<file path="src/rtl/st_arb_pkg.sv">
// Shared types and round-robin helper for the three-channel stream arbiter.
package st_arb_pkg;

  localparam int NUM_CH = 3;

  typedef logic [1:0] chan_t;

  typedef enum logic [0:0] {
    IDLE  = 1'b0,
    BURST = 1'b1
  } arb_state_t;

  typedef struct packed {
    logic  hit;
    chan_t chan;
  } rr_grant_t;

  // Searches ptr+1, ptr+2, ptr (mod 3); first valid channel wins.
  function automatic rr_grant_t rr_next(input chan_t ptr, input logic [NUM_CH-1:0] valid);
    rr_grant_t res;
    chan_t     c;
    res = '0;
    c   = ptr;
    for (int k = 0; k < NUM_CH; k++) begin
      c = (c == 2'd2) ? 2'd0 : c + 2'd1;
      if (!res.hit && valid[c]) begin
        res.hit  = 1'b1;
        res.chan = c;
      end
    end
    return res;
  endfunction

endpackage

</file>
<file path="src/rtl/st_out_reg.sv">
// One-entry output holding register: loads on push, drains on out_ready.
module st_out_reg
  import st_arb_pkg::*;
#(
  parameter int DATA_W = 8
) (
  input  logic              clk,
  input  logic              rst,
  input  logic              push,
  input  logic [DATA_W-1:0] push_data,
  input  chan_t             push_chan,
  input  logic              out_ready,
  output logic [DATA_W-1:0] out_data,
  output chan_t             out_chan,
  output logic              out_valid,
  output logic              slot_free
);

  logic [DATA_W-1:0] data_q, data_d;
  chan_t             chan_q, chan_d;
  logic              valid_q, valid_d;

  assign slot_free = !valid_q | out_ready;

  always_comb begin
    data_d  = data_q;
    chan_d  = chan_q;
    valid_d = valid_q;
    if (push) begin
      data_d  = push_data;
      chan_d  = push_chan;
      valid_d = 1'b1;
    end else if (out_ready) begin
      valid_d = 1'b0;
    end
  end

  always_ff @(posedge clk) begin
    if (rst) begin
      data_q  <= '0;
      chan_q  <= '0;
      valid_q <= 1'b0;
    end else begin
      data_q  <= data_d;
      chan_q  <= chan_d;
      valid_q <= valid_d;
    end
  end

  assign out_data  = data_q;
  assign out_chan  = chan_q;
  assign out_valid = valid_q;

endmodule

</file>
<file path="src/rtl/st_rr_arbiter3.sv">
// Three-input round-robin stream arbiter with bounded burst lock.
// Optional per-channel beat counters under ST_ARB_STATS_EN.
//   state | meaning
//   IDLE  | no lock; grant by round-robin from rr_ptr
//   BURST | owner holds the grant while valid, up to MAX_BURST beats
module st_rr_arbiter3
  import st_arb_pkg::*;
#(
  parameter int DATA_W    = 8,
  parameter int MAX_BURST = 4
) (
  input  logic              clk,
  input  logic              rst,
`ifdef ST_ARB_STATS_EN
  input  logic              stat_clr,
  output logic [15:0]       stat_cnt0,
  output logic [15:0]       stat_cnt1,
  output logic [15:0]       stat_cnt2,
`endif
  input  logic [DATA_W-1:0] in0_data,
  input  logic [DATA_W-1:0] in1_data,
  input  logic [DATA_W-1:0] in2_data,
  input  logic              in0_valid,
  input  logic              in1_valid,
  input  logic              in2_valid,
  output logic              in0_ready,
  output logic              in1_ready,
  output logic              in2_ready,
  output logic [DATA_W-1:0] out_data,
  output logic [1:0]        out_chan,
  output logic              out_valid,
  input  logic              out_ready
);

  logic [NUM_CH-1:0] vld_vec;
  arb_state_t        state_q, state_d;
  chan_t             owner_q, owner_d;
  chan_t             rr_ptr_q, rr_ptr_d;
  logic [3:0]        beat_cnt_q, beat_cnt_d;
  logic [3:0]        cnt_inc;
  rr_grant_t         rr_g;
  logic              grant_hit;
  chan_t             grant_chan;
  logic              slot_free;
  logic              xfer;
  logic [DATA_W-1:0] push_data;

  assign vld_vec = {in2_valid, in1_valid, in0_valid};
  assign rr_g    = rr_next(rr_ptr_q, vld_vec);

  always_comb begin
    grant_hit  = rr_g.hit;
    grant_chan = rr_g.chan;
    if (state_q == BURST && vld_vec[owner_q]) begin
      grant_hit  = 1'b1;
      grant_chan = owner_q;
    end
  end

  assign xfer      = grant_hit & slot_free & !rst;
  assign in0_ready = xfer & (grant_chan == 2'd0);
  assign in1_ready = xfer & (grant_chan == 2'd1);
  assign in2_ready = xfer & (grant_chan == 2'd2);

  always_comb begin
    case (grant_chan)
      2'd1:    push_data = in1_data;
      2'd2:    push_data = in2_data;
      default: push_data = in0_data;
    endcase
  end

  assign cnt_inc = beat_cnt_q + 4'd1;

  always_comb begin
    state_d    = state_q;
    owner_d    = owner_q;
    rr_ptr_d   = rr_ptr_q;
    beat_cnt_d = beat_cnt_q;
    if (xfer) begin
      if (state_q == BURST && grant_chan == owner_q) begin
        beat_cnt_d = cnt_inc;
        if (cnt_inc == 4'(MAX_BURST)) begin
          state_d    = IDLE;
          rr_ptr_d   = owner_q;
          beat_cnt_d = 4'd0;
        end
      end else if (MAX_BURST == 1) begin
        rr_ptr_d = grant_chan;
      end else begin
        // A takeover from a stalled owner passes priority on past the old owner.
        if (state_q == BURST) rr_ptr_d = owner_q;
        state_d    = BURST;
        owner_d    = grant_chan;
        beat_cnt_d = 4'd1;
      end
    end else if (slot_free && state_q == BURST) begin
      state_d    = IDLE;
      rr_ptr_d   = owner_q;
      beat_cnt_d = 4'd0;
    end
  end

  always_ff @(posedge clk) begin
    if (rst) begin
      state_q    <= IDLE;
      owner_q    <= 2'd0;
      rr_ptr_q   <= 2'd2;
      beat_cnt_q <= 4'd0;
    end else begin
      state_q    <= state_d;
      owner_q    <= owner_d;
      rr_ptr_q   <= rr_ptr_d;
      beat_cnt_q <= beat_cnt_d;
    end
  end

  st_out_reg #(.DATA_W(DATA_W)) u_out_reg (
    .clk       (clk),
    .rst       (rst),
    .push      (xfer),
    .push_data (push_data),
    .push_chan (grant_chan),
    .out_ready (out_ready),
    .out_data  (out_data),
    .out_chan  (out_chan),
    .out_valid (out_valid),
    .slot_free (slot_free)
  );

`ifdef ST_ARB_STATS_EN
  logic [15:0] stat_q [NUM_CH];
  logic [15:0] stat_d [NUM_CH];

  always_comb begin
    for (int i = 0; i < NUM_CH; i++) begin
      stat_d[i] = stat_q[i];
      if (stat_clr)
        stat_d[i] = 16'd0;
      else if (xfer && grant_chan == chan_t'(i) && stat_q[i] != 16'hFFFF)
        stat_d[i] = stat_q[i] + 16'd1;
    end
  end

  always_ff @(posedge clk) begin
    for (int i = 0; i < NUM_CH; i++) begin
      if (rst) stat_q[i] <= 16'd0;
      else     stat_q[i] <= stat_d[i];
    end
  end

  assign stat_cnt0 = stat_q[0];
  assign stat_cnt1 = stat_q[1];
  assign stat_cnt2 = stat_q[2];
`endif

endmodule
</file>
<file path="config.mk">
export PLATFORM = sky130hd
export DESIGN_NAME = st_rr_arbiter3
export DESIGN_NICKNAME = d
export VERILOG_FILES = /design/src/rtl/st_arb_pkg.sv /design/src/rtl/st_out_reg.sv /design/src/rtl/st_rr_arbiter3.sv
export SDC_FILE = /design/constraint.sdc
export NUM_CORES = 1
export LEC_CHECK = 0
export ABC_AREA = 1
export BUFFER_PORTS_ARGS = -buffer_cell sky130_fd_sc_hd__buf_2
export CAP_MARGIN = 10
export CORE_MARGIN = 2
export CORE_UTILIZATION = 50
export DETAILED_ROUTE_END_ITERATION = 16
export GPL_TIMING_DRIVEN = 0
export PLACE_DENSITY_LB_ADDON = 0.25
export SLEW_MARGIN = 40
export SYNTH_ARGS = -nofsm -noshare
export SYNTH_HDL_FRONTEND = slang
export SYNTH_SLANG_ARGS = --single-unit
export TNS_END_PERCENT = 50
</file>
<file path="constraint.sdc">
create_clock -name clk -period 2.8 [get_ports clk]
set_clock_uncertainty 0.2 [all_clocks]
set_input_delay 0.42 -clock clk [delete_from_list [all_inputs] [get_ports clk]]
set_output_delay 0.42 -clock clk [all_outputs]
set_load 0.005 [all_outputs]
</file>
==> out/results.ini <==
[finish]
fin_nets = 271
nFillCells = 225
area_delta_synth_final_pct = 27.79
drive_above_1_share_pct = 37.45
fin_cells = 265
utilization_pct = 67.67
antenna_cells = 0

[sta]
rsz0062_at_grt = yes
max_freq_mhz = 376.0
fin_crit_sh_pct = 94.98
setup_viol = 0
slew_headroom_pct = 65.54
finalHoldViolCount = 0
worstMarginPinSlew_ns = 0.5151
slew_viol_final = 0
fin_crit_ns = 2.659

[drt]
ant_nets = 0
drc = 0
drtIter0Drc = 33
vias_per_cell = 5.158
routedWlPerCell_um = 10.91
drtPass1Iterations = 4
vias = 1367
finalWirelength_um = 2892

[die]
ios = 44
dieArea_um2 = 3075
die_h_um = 55.46
core_um2 = 2500
start_util_pct = 52.95
die_w_um = 55.46
rows = 18

[critical_path]
cp_cell_sequence = o31ai_2 > inv_1 > nor2_1 > a21oi_2 > inv_2 > ha_4 > inv_1 > nor2_1 > buf_2
ff2ff_path_depth = 9
critPathSlowestCell = o31ai_2
cp.arrival_ns = 2.04
critPathKind = register to output port
crit_buf_inv = 4
cp.depth = 9
worstPathRequired_ns = 2.18
worst_setup_path_end_kind = output port
critical-path-top-delay-family = compound AO/OA/AOI/OAI gates
cpPeakStageDelay_ns = 0.48
critPathLaunchType = register
worstPathMaxFanout = 9

[synth]
syn_nets = 224
synth_edf_count = 0
synth-main-ff-cell = dfxtp_1
syn_inst = 189
ys.warnings.count = 0
yosysSeqAreaShare_pct = 30.25
netlist_area_um2 = 1324
yosysUniqueCellTypes = 32
syn-mean-instance-area_um2 = 7.004
synth_seq_cells = 20
ys_async_sr_fraction_pct = 0

[clocking]
numCtsBuffers = 3
clkTransAtPathRegs_ns = 0.12
clockBufferDepth = 2
htree_num_levels = 1
clock_latency_ns = 0.31
clock-sinks = 20
cts_hold_buf = 0
cts_root_buffer = clkbuf_4
cts_tree = done

[place]
gp_congestion = 0.8938
port-buffer-count = 42
dp_hpwl_um = 2269
dp_cells = 261

[grt]
grt.met3_usage_pct = 3.513
grt_use_total_pct = 19.39
grt_use_met1_pct = 23.17
grt_busiest_layer = met2
grt_use_met2_pct = 33.84
grt_pass1_wl_um = 4850
antenna_found_initial = 0
first_global_vias = 1210
overflow = 0
grt_max_degree = 13

[power]
p_leak_nw = 0.8140
pwr-share-seq_pct = 36.2
clkPwrFrac_pct = 25.6
ir_worst_vdd_mv = 0.3607
p_comb_share_pct = 38.3
powerDensity_nw_per_um2 = 555.1
p_sw_w = 0.0003243
p_int_w = 0.0006147
swShare_pct = 34.53

[run_status]
outcome = finished, final reports clean

[worst_hold_path]
min_path_cells = 3
hold_path_class = primary input to register

[flow_run]
maxCapViolCount = 0

-- repair_timing --
item	CTS	global route
setup buffers	0	3
pin swaps	1	2
setup endpoints to repair	11	11
resized for setup	7	13
-- metal layers --
metal / vias to the layer above / share of wire [%]
met1: 596 / 47
met2: 41 / 47
met3: 5 / 4.8
li1: 725 / -
met4: 0 / 1.6
met5: - / 0
-- worst min-delay path, delay by kind of cell --
family,cells,cell delay (ns)
AOI/OAI and AO/OA,1,0.07
buffers and inverters,1,0.09
and+or+nand+nor,1,0.04
-- power by group through the flow --
stage                     sequential (W)  clock, W  combinational, W
after floorplan                 0.000342         0          0.000231
after global placement          0.000341         0          0.000318
after detailed placement        0.000342         0          0.000324
after CTS                       0.000337  0.000241          0.000331
after global routing            0.000343  0.000252          0.000407
final                           0.000340  0.000240          0.000359
-- registers in the layout (all words and copies together) (netlist names) --
register / count
beat_cnt_q: 4
owner_q: 2
u_out_reg.out_valid: 1
rr_ptr_q: 2
state_q: 1
u_out_reg.out_data: 8
u_out_reg.out_chan: 2
-- cell type report --
type / instances / area, µm² / share of cell area, %
multi-input combinational: 138 / 840.8 / 49.70
timing repair buffer: 45 / 232.7 / 13.76
inverter: 24 / 90.09 / 5.325
clock inverter: 1 / 30.03 / 1.775
clock buffer: 3 / 22.52 / 1.331
buffer: 4 / 27.53 / 1.627
tap: 30 / 37.54 / 2.219
sequential: 20 / 410.4 / 24.26
-- path summary, 6_finish.rpt --
path	start	endpoint	slack, ns
worst min register to register	u_out_reg.out_chan[1]	u_out_reg.out_chan[1]	0.29
worst min-delay path	in0_data[5]	u_out_reg.out_data[5]	0.14
worst max-delay path	owner_q[0]	in2_ready	0.14
worst max register to register	owner_q[0]	u_out_reg.out_data[7]	0.48
-- synth_stat cells, types with 4 or more instances --
cell | number | share of area [%]
a21oi_1 | 9 | 3.4
a31oi_1 | 8 | 3.8
nor2_1 | 14 | 4.0
nand3_2 | 5 | 3.8
a22o_1 | 8 | 5.3
nor2_2 | 4 | 1.9
inv_1 | 21 | 6.0
ha_1 | 5 | 4.7
o21ai_0 | 8 | 3.0
dfxtp_1 | 20 | 30
nand2_1 | 41 | 12
o21ai_1 | 6 | 2.3
nand3_1 | 12 | 4.5
-- stage by stage --
step / power, W / TNS [ns] / cell area, µm² / hold WS [ns] / setup slack [ns]
after floorplan: 0.0005728 / 0 / 1324 / 0.2558 / 0.2856
after global placement: 0.0006590 / -0.7531 / 1572 / 0.2642 / -0.1048
after detailed placement: 0.0006657 / -1.159 / 1572 / 0.2731 / -0.1362
after CTS: 0.0009097 / 0 / 1635 / 0.1439 / 0.02745
after global routing: 0.001002 / -0.01947 / 1692 / 0.1476 / -0.01157
final: 0.0009390 / 0 / 1692 / 0.1406 / 0.1406
-- cells in the final DEF (no fill, tap or decap), drive strengths merged, types with 2 or more instances in the layout --
master,Yosys,final
a21oi,10,10
a22o,8,8
a31oi,8,8
buf,4,48
clkbuf,3,4
dfxtp,20,20
ha,5,5
inv,24,24
nand2,45,45
nand3,18,18
nand4,4,4
nor2,19,19
o21ai,14,14
xnor2,2,2
-- cell families (layout without fill, tap and decap cells) --
kind of cell	after synthesis	count (layout)	share of synthesized area, %
compound gates	43	43	20.42
xor+xnor	2	2	1.323
fa+ha+maj	5	5	4.726
buf+inv	31	77	9.735
flops	20	20	30.25
simple gates	88	88	33.55
Note: power is estimated with default switching activity, not from simulation.
